==> src/rtl/led_bank_arbiter.sv <==
// led_bank_arbiter: round-robin owner of the LED bank with min/max dwell in prescaler ticks.
// Define LED_ARB_FIXED_PRIO_EN for lowest-index-wins arbitration instead of round-robin.
module led_bank_arbiter #(
    parameter int NUM_REQ   = 3,
    parameter int PRESC_W   = 24,
    parameter int MIN_TICKS = 2,
    parameter int MAX_TICKS = 8
) (
    input  logic                   clk50,
    input  logic                   rst,
    input  logic [NUM_REQ-1:0]     req,
    input  logic [6*NUM_REQ-1:0]   pattern,
    output logic [NUM_REQ-1:0]     gnt,
    output logic [5:0]             leds,
    output logic                   blink,
    output logic                   tick
);
    typedef enum logic [1:0] {IDLE, GRANT, GAP} state_t;
    localparam int OW = $clog2(NUM_REQ);
    localparam int DW = $clog2(MAX_TICKS + 1);
    localparam logic [DW-1:0] MIN_D = DW'(MIN_TICKS);
    localparam logic [DW-1:0] MAX_D = DW'(MAX_TICKS);
    state_t               state;
    logic [PRESC_W-1:0]   presc;
    logic [DW-1:0]        dwell;
    logic [OW-1:0]        owner, pick;
    logic [NUM_REQ-1:0]   rivals;
    logic [5:0]           pats [NUM_REQ];
    logic                 release_now;
    always_comb begin
        for (int i = 0; i < NUM_REQ; i++) pats[i] = pattern[6*i +: 6];
    end
    // owner doubles as the round-robin pointer: it always holds the last granted index
    always_comb begin
        pick = '0;
`ifdef LED_ARB_FIXED_PRIO_EN
        for (int i = NUM_REQ - 1; i >= 0; i--) if (req[i]) pick = OW'(i);
        rivals = req & (gnt - NUM_REQ'(1));
`else
        for (int i = NUM_REQ - 1; i >= 0; i--) if (req[i] && OW'(i) <= owner) pick = OW'(i);
        for (int i = NUM_REQ - 1; i >= 0; i--) if (req[i] && OW'(i) > owner) pick = OW'(i);
        rivals = req & ~gnt;
`endif
        release_now = (dwell >= MIN_D && !req[owner]) || (dwell >= MAX_D && |rivals);
    end
    always_ff @(posedge clk50) begin
        if (rst) begin
            state <= IDLE;
            presc <= '0;
            tick  <= 1'b0;
            blink <= 1'b0;
            dwell <= '0;
            owner <= OW'(NUM_REQ - 1);
            gnt   <= '0;
            leds  <= '0;
        end else begin
            presc <= presc + PRESC_W'(1);
            tick  <= &presc;
            blink <= blink ^ tick;
            case (state)
                IDLE: begin
                    leds <= '0;
                    if (|req) begin
                        owner <= pick;
                        gnt   <= NUM_REQ'(1) << pick;
                        dwell <= '0;
                        state <= GRANT;
                    end
                end
                GRANT: begin
                    if (release_now) begin
                        gnt   <= '0;
                        leds  <= '0;
                        state <= GAP;
                    end else begin
                        leds <= pats[owner];
                        if (tick && dwell != MAX_D) dwell <= dwell + DW'(1);
                    end
                end
                default: begin
                    gnt   <= '0;
                    leds  <= '0;
                    state <= IDLE;
                end
            endcase
        end
    end
endmodule

==> config.mk <==
export PLATFORM = sky130hd
export DESIGN_NAME = led_bank_arbiter
export DESIGN_NICKNAME = d
export VERILOG_FILES = /design/src/rtl/led_bank_arbiter.sv
export SDC_FILE = /design/constraint.sdc
export NUM_CORES = 1
export LEC_CHECK = 0
export CAP_MARGIN = 15
export CORE_ASPECT_RATIO = 1.2
export CORE_UTILIZATION = 40
export DETAILED_ROUTE_END_ITERATION = 10
export DONT_BUFFER_PORTS = 1
export GPL_ROUTABILITY_DRIVEN = 1
export PLACE_DENSITY = 0.53
export SETUP_SLACK_MARGIN = 0.4
export SLEW_MARGIN = 10
export SYNTH_ARGS = -nofsm -noshare
export SYNTH_HDL_FRONTEND = slang
export SYNTH_SLANG_ARGS = --single-unit
==> constraint.sdc <==
create_clock -name clk50 -period 2.3 [get_ports clk50]
set_input_delay 0.115 -clock clk50 [delete_from_list [all_inputs] [get_ports clk50]]
set_output_delay 0.115 -clock clk50 [all_outputs]
set_load 0.05 [all_outputs]
# --- After elaboration in Yosys (flattened, before gate mapping) ---
# Cells that the tools add are included.
totals:
  ff_bits: 43
  out_inout_bits: 11
  input_bits: 23
  word_cells: 73
classes:
  n_bitwise: 5
  shifts: 1
  add_sub_neg: 2
  n_reduce_logical: 20
  mux: 21
  n_eq_ne: 6
  magnitude_cmp: 10
op_table:
  columns: ["operator", "n"]
  rows:
  - ["24-bit by 1-bit adder with 24-bit output, second input constant", 1]
  - ["24-bit AND reduction", 1]
  - ["2-bit two-way mux", 8]
  - ["6-bit binary-select mux with 2-bit select", 1]
  - ["4-bit two-way mux", 3]
  - ["6-bit two-way mux", 2]
  - ["1-bit logical AND", 9]
  - ["3-bit OR reduction", 3]
  - ["2-bit != test, second input constant", 4]
  - ["4-bit one-hot mux with 2 select lines", 1]
  - ["3-bit two-way mux", 2]
  - ["3-bit one-hot mux with 2 select lines", 1]
  - ["4-bit by 1-bit adder with 4-bit output, second input constant", 1]
  - ["4-bit by 2-bit >= comparator with 1-bit output, second input constant", 1]
  - ["4-bit >= comparator, second input constant", 1]
  - ["1-bit by 2-bit > comparator with 1-bit output, first input constant", 2]
  - ["1-bit by 2-bit less-or-equal comparator with 1-bit output, first input constant", 2]
  - ["4-bit != test, second input constant", 1]
  - ["2-bit one-hot mux with 2 select lines", 1]
  - ["2-bit AND reduction", 2]
  - ["4-bit AND reduction", 1]
  - ["3-bit bitwise AND", 1]
  - ["3-bit >= comparator, second input constant", 1]
  - ["2-bit by 3-bit < comparator with 1-bit output, second input constant", 1]
  - ["14 further kinds", 14]

# --- Longest topological paths before layout ---
# Gate-level depths: netlist (run 1).
logic_depth:
  word_depth: 11
  depth_mapped: 7
  ltp_nobuf: 6

# --- Worst setup path after synthesis (run 1) ---
# No wires, ideal clock.
synth_timing:
  path_kind: "register -> register"
  startpoint: "reg dwell[0]"
  endpoint: "reg dwell[2]"
  arrival_ns: 1.584
  setup_ns: 0.120
  synth_period_minus_slack_ns: 1.704
  path_stages_with_launch: 8
  slack_ns: 0.596
  n_path_buf: 1
  required_time_ns: 2.180
  cell_sequence: "dfxtp_1 -> inv_1 -> ha_1 -> or4_1 -> o221ai_1 -> buf_6 -> a31oi_1 -> a211o_1"
synth_via:
  elab_chain_cells: 5
  word_cells_on_any_way: 14
  classes_between: "1 x add/sub; 2 x order compare; 3 x eq/ne; 3 x mux; 5 x reduce/logical"
synth_rtl:
  columns: ["element", "line_no", "text"]
  rows:
  - ["start: declaration", "25", "logic [DW-1:0] dwell;"]
  - ["start signal: assignment", "77", "if (tick && dwell != MAX_D) dwell <= dwell + DW'(1);"]
  - ["4-bit by 2-bit >= comparator with 1-bit output / 4-bit >= comparator (equally long branches)", "44", "release_now = (dwell >= MIN_D && !req[owner]) || (dwell >= MAX_D && |rivals);"]
  - ["1-bit logical AND", "44", null]
  - ["1-bit logical OR", "44", null]
  - ["2-bit != test (no source line)", null, null]
  - ["4-bit AND reduction (no source line)", null, null]
# Several ways; a longest one is shown, not always the timed one. The select of a mux whose other input is x is not followed.
# A chain may end at the register's enable or synchronous reset.

# --- Final worst setup path (run 1) ---
layout_timing:
  startpoint: "reg presc[6]"
  endpoint: "reg presc[18]"
layout_via:
  elab_chain_cells: 1
layout_rtl:
  columns: ["element", "line_no", "text"]
  rows:
  - ["start: declaration", "24", "logic [PRESC_W-1:0] presc;"]
  - ["start signal: assignment", "57", "presc <= presc + PRESC_W'(1);"]
  - ["24-bit by 1-bit adder with 24-bit output", "57", null]
# Every way passes these cells.

==> results of run 1 <==
-- cell families after synthesis --
| logic type | Yosys count |
|---|---|
| DFF | 43 |
| AOI/OAI and AO/OA | 48 |
| muxes | 9 |
| adders and majority gates | 3 |
| and+or+nand+nor | 116 |
| xor gates and xnor gates | 10 |
| buffers and inverters | 17 |
-- routing by layer --
| metal | GRT usage | up-vias | part of all wire | wire, µm |
|---|---|---|---|---|
| met5 | 0 | - | 0 | 0 |
| met4 | 0.0776 | 0 | 0.026 | 118 |
| met3 | 0.0472 | 9 | 0.029 | 128 |
| met2 | 0.292 | 33 | 0.49 | 2200 |
| met1 | 0.188 | 863 | 0.45 | 2030 |
| li1 | - | 928 | - | - |
-- Yosys cell counts (all sizes together), types with 3 or more instances --
library cell | count | share of area
nand4 | 10 | 0.039
nand2 | 16 | 0.028
a31oi | 5 | 0.015
and3 | 5 | 0.015
a21oi | 22 | 0.052
buf | 6 | 0.022
xnor2 | 5 | 0.021
or4 | 8 | 0.028
and2 | 3 | 0.0088
inv | 4 | 0.0070
clkbuf | 7 | 0.013
nor4 | 3 | 0.0088
o21ai | 3 | 0.0070
mux2i | 7 | 0.033
or3 | 4 | 0.012
nand3 | 16 | 0.046
xor2 | 5 | 0.021
ha | 3 | 0.018
nor2b | 11 | 0.032
nor2 | 22 | 0.039
dfxtp | 43 | 0.40
a211o | 3 | 0.012
o31ai | 8 | 0.028
nor3 | 9 | 0.021
-- what timing repair did --
item | 4_1_cts | 5_1_grt
endpoints found under the setup margin | 9 | 11
hold endpoints to repair | 36 | 0
hold buffers | 6 | 0
cloned | 0 | 0
resized for setup | 1 | 2
setup buffers | 0 | 1
-- worst paths after layout --
kind,from,endpoint,slack [ns]
max,presc[6],presc[18],0.53
min,pattern[8],leds[2],0.008
max reg2reg,presc[6],presc[18],0.53
min reg2reg,presc[0],presc[0],0.45
-- worst max-delay path, stage by stage, from the launching register on --
cell and delay, ns:
dfxtp_1 0.39, and3_1 0.27, nand2_1 0.30, or4_1 0.59
a21oi_1 0.16
-- power by group through the flow --
stage / combinational (mW) / sequential (mW) / clock [mW]
after floorplan: 0.0856 / 0.823 / 0
after global routing: 0.159 / 0.797 / 0.751
final: 0.144 / 0.794 / 0.712
after global placement: 0.123 / 0.811 / 0
after detailed placement: 0.122 / 0.811 / 0
after CTS: 0.144 / 0.794 / 0.728
-- layout make-up --
class | count | share of cell area
multi-input cells | 186 | 0.492
repair buffers | 17 | 0.0624
clock buffers | 5 | 0.0281
well taps | 60 | 0.0307
flip-flops and latches | 43 | 0.353
inverters | 4 | 0.00614
clock inverters | 3 | 0.0276
-- through the flow --
stage | cell area [µm²] | total power, mW | hold slack (ns) | instances | setup slack [ns]
3_3_place_gp | 2210 | 0.933 | 0.191 | 303 | 0.352
6_report | 2440 | 1.65 | 0.00848 | 318 | 0.528
4_1_cts | 2420 | 1.67 | 0.000380 | 317 | 0.452
3_5_place_dp | 2210 | 0.933 | 0.191 | 303 | 0.325
5_1_grt | 2440 | 1.71 | 0.0228 | 318 | 0.428
2_1_floorplan | 2140 | 0.909 | 0.264 | 246 | 0.596
-- state kept, by name, indices dropped and copies added, names as in the netlist --
signal  count
presc      24
leds        6
dwell       4
gnt         3
owner       2
state       2
blink       1
tick        1
==> results by group, run 1 <==
Status
  • Status: complete, no violations

STA
  • RSZ-0062 raised after global routing: false
  • Worst slew pin tran: roughly 0.53 ns
  • Fmax: 0.564 GHz
  • Slew Viols, Final: 0
  • Worst Skew: 0.00794 ns
  • Final setup violating endpoints: 0
  • Slew HR: 0.649
  • Setup TNS: 0 ns
  • Final hold violations: 0
  • Tcrit/Tclk final: 0.770
  • Post-layout min period: 1.77 ns

Floorplanning
  • Core footprint: slightly above 5000 µm²
  • Starting Density: 0.423
  • Number of cell rows: 28
  • Die Wd: roughly 69 µm
  • I/O pin total: 34
  • Die footprint: about 5600 µm²
  • Die height: about 80 µm

Power and ir drop
  • Part of the power in registers: 0.481
  • Switching Share: 0.239
  • Comb power frac: 0.087
  • Peak VDD IR: approximately 0.00039 V
  • Clock share of power: 0.431
  • Pwr per Cell Area: 675 nW/µm²
  • Pint: 1.26 mW
  • Leak: 0.891 nW
  • Net Switching: 0.394 mW

Yosys
  • Synthesized area per cell: 8.68 µm²
  • Synth Area in Compound Gates: 0.139
  • Post-Syn Area: approximately 2100 µm²
  • Adder-Cell Fraction of Synth Area: 0.0176
  • Fraction of registers with async set/reset: 0
  • Main combinational cell family by area after synthesis: simple AND/OR/NAND/NOR gates
  • Synth cell types: 46
  • Register area share after synthesis: 0.403
  • Post-Synth Simple-Gate Area: 0.314
  • Post-Synthesis Cells: 246
  • Top_reg_cell synth: dfxtp_1
  • Net Count, Synth: around 270
  • Synth warn: 0
  • Post-synth EDFFs: 0
  • Post-synthesis mux area share: 0.0434
  • FF+latch count, synth: 43
  • Synth Area in XOR/XNOR: 0.0410

Layout
  • Multi-input gate area in the final layout: 1200 µm²
  • Layout area overhead: 14.5%
  • Register area: 862 µm²
  • Most frequent cells in the layout: dfxtp_1 (42), nor2_1 (22), a21oi_1 (22)
  • Filler cells: 510
  • Post-layout util: 0.485
  • Share of layout cells above drive strength 1: 0.116
  • Commonest non-fill, non-tap cell in the layout: dfxtp_1
  • Ant. Diodes: 0
  • # nets final: ~280

Worst setup path
  • Worst R2R Path Depth: 4
  • Worst path arrival time: around 2 ns
  • Critical path endpoint category: flop
  • Crit path max fanout: 16
  • Crit Path Class: flop to flop
  • CP required: between 2 and 3 ns
  • Worst setup SP type: flop

Global route
  • Largest net degree at the start of global routing: 37
  • Initial antenna violation count: 0
  • Vias in the first global route: 1580
  • Global Route Usage Sum: 0.169
  • First-pass GRT wire length: 7.04 mm
  • Overflow after GRT: 0

Placed design
  • Dpl hpwl: between 3 and 4 mm
  • IO buf count: 0
  • Final Wtd Congestion: 0.791

Clocking
  • Clock Pin Slew Worst Setup and Hold Paths: 0.09 ns
  • Root Buffer: clkbuf_8
  • H-tree depth: 2
  • Total CTS buffers: 5
  • CTS tree: done
  • Clock sink total: 43
  • Clock buffer depth: 2
  • Clk_lat worst skew: 0.30 ns

Routing
  • Total Wirelength: 4.48 mm
  • Post-DRT Antenna Nets: 0
  • Number of DRC markers in iteration 0: 68
  • DRC viols: 0
  • DR WL/cell: roughly 14 µm
  • Initial DRT Pass Iterations: 4
  • Via count: 1833
  • Vias/cell: 5.76

Worst hold path
  • Hold path depth: 2
  • Hold Crit Class: input pin to flop

Job
  • Max-Cap Viols: 0
Note: power is estimated with default switching activity, not from simulation.
==> run 2, diff against run 1 <==
--- a/config.mk
+++ b/config.mk
@@ -11,7 +11,7 @@
 export DETAILED_ROUTE_END_ITERATION = 10
 export DONT_BUFFER_PORTS = 1
 export GPL_ROUTABILITY_DRIVEN = 1
-export PLACE_DENSITY = 0.53
+export PLACE_DENSITY = 0.55
 export SETUP_SLACK_MARGIN = 0.4
 export SLEW_MARGIN = 10
 export SYNTH_ARGS = -nofsm -noshare
==> constraint.sdc (replaced) <==
create_clock -name clk50 -period 1.6 [get_ports clk50]
set_input_delay 0.08 -clock clk50 [delete_from_list [all_inputs] [get_ports clk50]]
set_output_delay 0.08 -clock clk50 [all_outputs]
set_load 0.05 [all_outputs]
==> results by group, run 2 (synthesized netlist as in run 1, its figures left out) <==
Status
  • Status: finished, violations left
  • Failing checks: negative setup slack

Global route
  • Global Route Usage Sum: 0.221
  • First-pass GRT wire length: 9.29 mm
  • Initial antenna violation count: 0
  • Overflow after GRT: 0
  • Vias in the first global route: approximately 2100
  • Largest net degree at the start of global routing: 37

STA
  • Final setup violating endpoints: 7
  • Post-layout min period: between 1.5 and 2 ns
  • Slew Viols, Final: 0
  • Final hold violations: 0
  • WHS: 0.0113 ns
  • Worst Skew: 0.0106 ns
  • RSZ-0062 raised after global routing: true
  • Final WS setup: -0.0392 ns
  • Slew HR: 0.668
  • Worst slew pin tran: approximately 0.50 ns
  • Fmax: 0.610 GHz
  • Tcrit/Tclk final: 1.02

Layout
  • Post-layout util: 0.638
  • Commonest non-fill, non-tap cell in the layout: buf_4
  • Top flop regs: presc: 24 flops, leds: 6 flops, dwell: 4 flops
  • Most frequent cells in the layout: buf_4 (41), dfxtp_1 (22), nor2_1 (21)
  • Max reg flops: 24
  • Ant. Diodes: 0
  • Layout area overhead: 50.7%
  • Most flop-heavy register: presc
  • # nets final: 331
  • Share of layout cells above drive strength 1: 0.466
  • Non-Filler Instances: 365

Clocking
  • Clk_lat worst skew: 0.29 ns
  • Clock sink total: 43
  • Clock buffer depth: 2
  • Total CTS buffers: 5
  • CTS tree: done
  • Root Buffer: clkbuf_8
  • H-tree depth: 2
  • Clock Pin Slew Worst Setup and Hold Paths: 0.08 ns

Routing
  • Number of DRC markers in iteration 0: 94
  • Initial DRT Pass Iterations: 4
  • Post-DRT Antenna Nets: 0
  • DRC viols: 0
  • Via count: 2079
  • DR WL/cell: 16.5 µm
  • Total Wirelength: 6.04 mm
  • Vias/cell: 5.70

Worst setup path
  • CP required: 1.78 ns
  • Worst path arrival time: 1.82 ns
  • Critical path endpoint category: flop
  • Worst setup SP type: flop
  • Crit Path Class: flop to flop
  • Crit path max fanout: 7

Worst hold path
  • Hold Crit Class: input pin to flop

Floorplanning
  • Core footprint: roughly 5000 µm²
  • Number of cell rows: 28
  • Starting Density: 0.423
  • Die height: 82.0 µm
  • Die Wd: 68.7 µm
  • I/O pin total: 34
  • Die footprint: about 5600 µm²

Power and ir drop
  • Leak: 1.29 nW
  • Final Power: roughly 2.1 mW
  • Pwr per Cell Area: between 600 and 700 nW/µm²
  • Peak VDD IR: 0.000381 V

Placed design
  • IO buf count: 0
  • Post-Place Cells: 324
  • Dpl ws: -0.0475 ns
  • Dpl hpwl: 3.35 mm
  • Final Wtd Congestion: 0.837

Job
  • Max-Cap Viols: 0
-- run 2: changes by cell type in the layout (fill, tap and decap cells not counted), moves of 6 or more --
| cell | previous run | this run |
|---|---|---|
| buf_4 | 11 | 41 |
| dfxtp_1 | 42 | 22 |
| buf_6 | 0 | 14 |
| dfxtp_2 | 1 | 15 |
| nor3_1 | 9 | 1 |
| a21oi_1 | 22 | 15 |
| a21oi_2 | 0 | 7 |
| dfxtp_4 | 0 | 6 |
-- run 2: path summary, 6_finish.rpt --
path	from	slack [ns]	depth (start not counted)	to
hold reg to reg	presc[13]	0.50	2	presc[13]
setup / recovery	dwell[1]	-0.04	4	dwell[2]
hold / removal	pattern[9]	0.01	2	leds[3]
setup reg to reg	dwell[1]	-0.04	4	dwell[2]
-- run 2: power breakdown --
group	switching, mW	total [mW]	internal [mW]	leakage, nW
Clock	0.365	0.704	0.339	0.0470
Sequential	0.0476	1.14	1.09	0.361
Combinational	0.145	0.255	0.110	0.880
-- run 2: per-layer routing --
metal  vias up  global-route usage  wire length, µm
li1       1033                   -                -
met1       998               0.239             2440
met2        35               0.417             3300
met3        13              0.0486              142
met4         0              0.0694              153
met5         -                   0                0
-- run 2: layout make-up --
class / count / area (µm²)
repair buffers: 63 / 566
clock buffers: 6 / 82.6
clock inverters: 1 / 5.00
multi-input cells: 188 / 1570
flip-flops and latches: 43 / 902
inverters: 4 / 15.0
well taps: 60 / 75.1
fillers: 420 / 1830
-- run 2: critical path: stages, from the launching register on --
cell,delay [ns]
dfxtp_4,0.37
or4b_1,0.52
and3_4,0.21
and4_1,0.18
a211o_1,0.26
-- run 2: through the flow --
stage               TNS [ns]  cell area, µm²
finish               -0.0819            3220
CTS                 -0.00274            2960
floorplan            -0.0599            2260
detailed placement    -0.169            2480
global placement     -0.0622            2480
global route          -0.883            3220
-- run 2: what timing repair did --
item                       4_1_cts  5_1_grt
setup endpoints to repair       31       35
hold endpoints to repair        36        0
cloned                           2        0
resized for setup               40       39
buffers inserted                16       10
hold buffers                     6        0
pin swaps                       12       18
==> run 3, diff against run 2 <==
--- a/config.mk
+++ b/config.mk
@@ -11,6 +11,7 @@
 export DETAILED_ROUTE_END_ITERATION = 10
 export DONT_BUFFER_PORTS = 1
 export GPL_ROUTABILITY_DRIVEN = 1
+export HOLD_SLACK_MARGIN = 0.1
 export PLACE_DENSITY = 0.55
 export SETUP_SLACK_MARGIN = 0.4
 export SLEW_MARGIN = 10
==> results by group, run 3 (synthesized netlist as in run 1, its figures left out) <==
Routing
  • Via count: 2059
  • DRC viols: 0
  • Initial DRT Pass Iterations: 5
  • Vias/cell: between 5 and 6
  • DR WL/cell: between 15 and 20 µm
  • Post-DRT Antenna Nets: 0
  • Total Wirelength: 5.95 mm
  • Number of DRC markers in iteration 0: 91

Job
  • Max-Cap Viols: 0

Clocking
  • Root Buffer: clkbuf_8
  • CTS tree: done
  • Clock Pin Slew Worst Setup and Hold Paths: 0.09 ns
  • H-tree depth: 2
  • Clk_lat worst skew: 0.30 ns
  • Clock sink total: 43
  • Total CTS buffers: 5
  • Cts hold-fix bufs: 1
  • Clock buffer depth: 2

Worst setup path
  • Reg2Reg Setup Slack: -0.04 ns
  • Worst r2r src: dwell[1]
  • R2r endpoint: dwell[2]
  • Critical path endpoint category: flop
  • Crit path max fanout: 7
  • Worst setup SP type: flop
  • CP required: 1.78 ns
  • Crit Path Class: flop to flop
  • Worst R2R Path Depth: 4
  • Worst path arrival time: 1.82 ns

STA
  • Final hold violations: 34
  • Final setup violating endpoints: 4
  • Tcrit/Tclk final: 1.02
  • Worst slew pin tran: 0.493 ns
  • Fmax: 0.610 GHz
  • Worst Skew: 0.0108 ns
  • Slew Viols, Final: 0
  • RSZ-0062 raised after global routing: true
  • Final WS setup: -0.0389 ns
  • Slew HR: 0.671
  • WHS: -0.170 ns
  • Setup TNS: -0.0539 ns
  • Post-layout min period: 1.64 ns

Worst hold path
  • Hold path depth: 1
  • Hold Crit Class: input pin to flop
  • Hold Path End: presc[19]
  • Hold path startpoint: rst

Floorplanning
  • Die height: 82.0 µm
  • Starting Density: 0.423
  • Die footprint: approximately 5600 µm²
  • Number of cell rows: 28
  • Die Wd: 68.7 µm
  • Core footprint: 5040 µm²
  • I/O pin total: 34

Layout
  • Non-Filler Instances: 360
  • Max reg flops: 24
  • Most flop-heavy register: presc
  • # nets final: 326
  • Commonest non-fill, non-tap cell in the layout: buf_4
  • Share of layout cells above drive strength 1: 0.467
  • Filler cells: 422
  • Layout area overhead: 47.5%
  • Most frequent cells in the layout: buf_4 (42), dfxtp_1 (22), nor2_1 (21)
  • Ant. Diodes: 0
  • Post-Layout Inst Area: 3150 µm²
  • Top flop regs: presc: 24 flops, leds: 6 flops, dwell: 4 flops

Global route
  • Initial antenna violation count: 0
  • First-pass GRT wire length: 9.12 mm
  • Overflow after GRT: 0
  • Vias in the first global route: 2011
  • Global Route Usage Sum: 0.217
  • Largest net degree at the start of global routing: 44

Power and ir drop
  • Pint: 1.53 mW
  • Pwr per Cell Area: roughly 660 nW/µm²
  • Leak: 1.28 nW
  • Comb power frac: 0.108
  • Peak VDD IR: 0.000377 V
  • Part of the power in registers: 0.549
  • Net Switching: 0.542 mW
  • Switching Share: 0.262
  • Clock share of power: 0.343

Placed design
  • Post-Place Cells: roughly 320
  • Placement Cell Area: 2480 µm²
  • Dpl hpwl: 3.35 mm
  • Final Wtd Congestion: between 0.8 and 0.9
  • IO buf count: 0
  • Dpl ws: -0.0475 ns

Status
  • Failing checks: negative hold slack, negative setup slack
  • Status: finished, violations left
==> run 3: cell types whose count changed in the layout (fill, tap and decap cells not counted) <==
cell,before,now
dlygate4sd3_1,5,0
buf_12,1,0
buf_4,41,42
buf_6,14,13
dlymetal6s4s_1,0,1
xnor2_1,4,5
xnor2_2,1,0
==> run 3: cell type report <==
type,instances,area (µm²),area share
multi-input cells,188,1570,0.497
flip-flops and latches,43,902,0.286
inverters,4,15.0,0.00477
clock buffers,6,82.6,0.0262
clock inverters,1,5.00,0.00159
repair buffers,58,504,0.160
well taps,60,75.1,0.0238
==> run 3: power by group through the flow <==
stage	combinational [mW]	clock, mW	sequential (mW)
after global placement	0.187	0	1.17
after detailed placement	0.189	0	1.17
after floorplan	0.128	0	1.19
final	0.223	0.710	1.14
after CTS	0.210	0.732	1.14
after global routing	0.247	0.777	1.14
==> run 3: worst max-delay path by stage <==
| stage | startpoint | endpoint | cells after the start |
|---|---|---|---|
| 6_report | dwell[1] | dwell[2] | 4 |
| 5_1_grt | dwell[0] | leds[3] | 7 |
| 4_1_cts | dwell[0] | dwell[2] | 6 |
| 3_5_place_dp | dwell[1] | dwell[3] | 4 |
| 3_3_place_gp | dwell[1] | dwell[2] | 4 |
| 2_1_floorplan | dwell[0] | dwell[2] | 7 |
==> run 3: repair_timing <==
action,CTS,global route
gates cloned,2,0
buffers inserted,16,10
setup endpoints to repair,31,34
pin swaps,12,15
gates resized for setup,40,38
hold endpoints to repair,40,40
==> run 3: per-stage QoR <==
stage	utilization	power, mW	hold slack [ns]
after global placement	0.491	1.36	0.147
after CTS	0.576	2.09	-0.172
after detailed placement	0.491	1.36	0.148
final	0.624	2.07	-0.170
after global routing	0.624	2.16	-0.185
after floorplan	-	1.32	0.229
==> run 3: worst max-delay path: stages, from the launching register on <==
cell,delay (ns)
dfxtp_4,0.37
or4b_1,0.52
and3_4,0.20
and4_1,0.18
a211o_1,0.26
==> run 3: per-layer routing <==
| layer | up-vias | track usage | share of wire |
|---|---|---|---|
| li1 | 1023 | - | - |
| met1 | 990 | 0.236 | 0.41 |
| met2 | 37 | 0.408 | 0.55 |
| met3 | 9 | 0.0472 | 0.026 |
| met4 | 0 | 0.0633 | 0.016 |
| met5 | - | 0 | 0 |
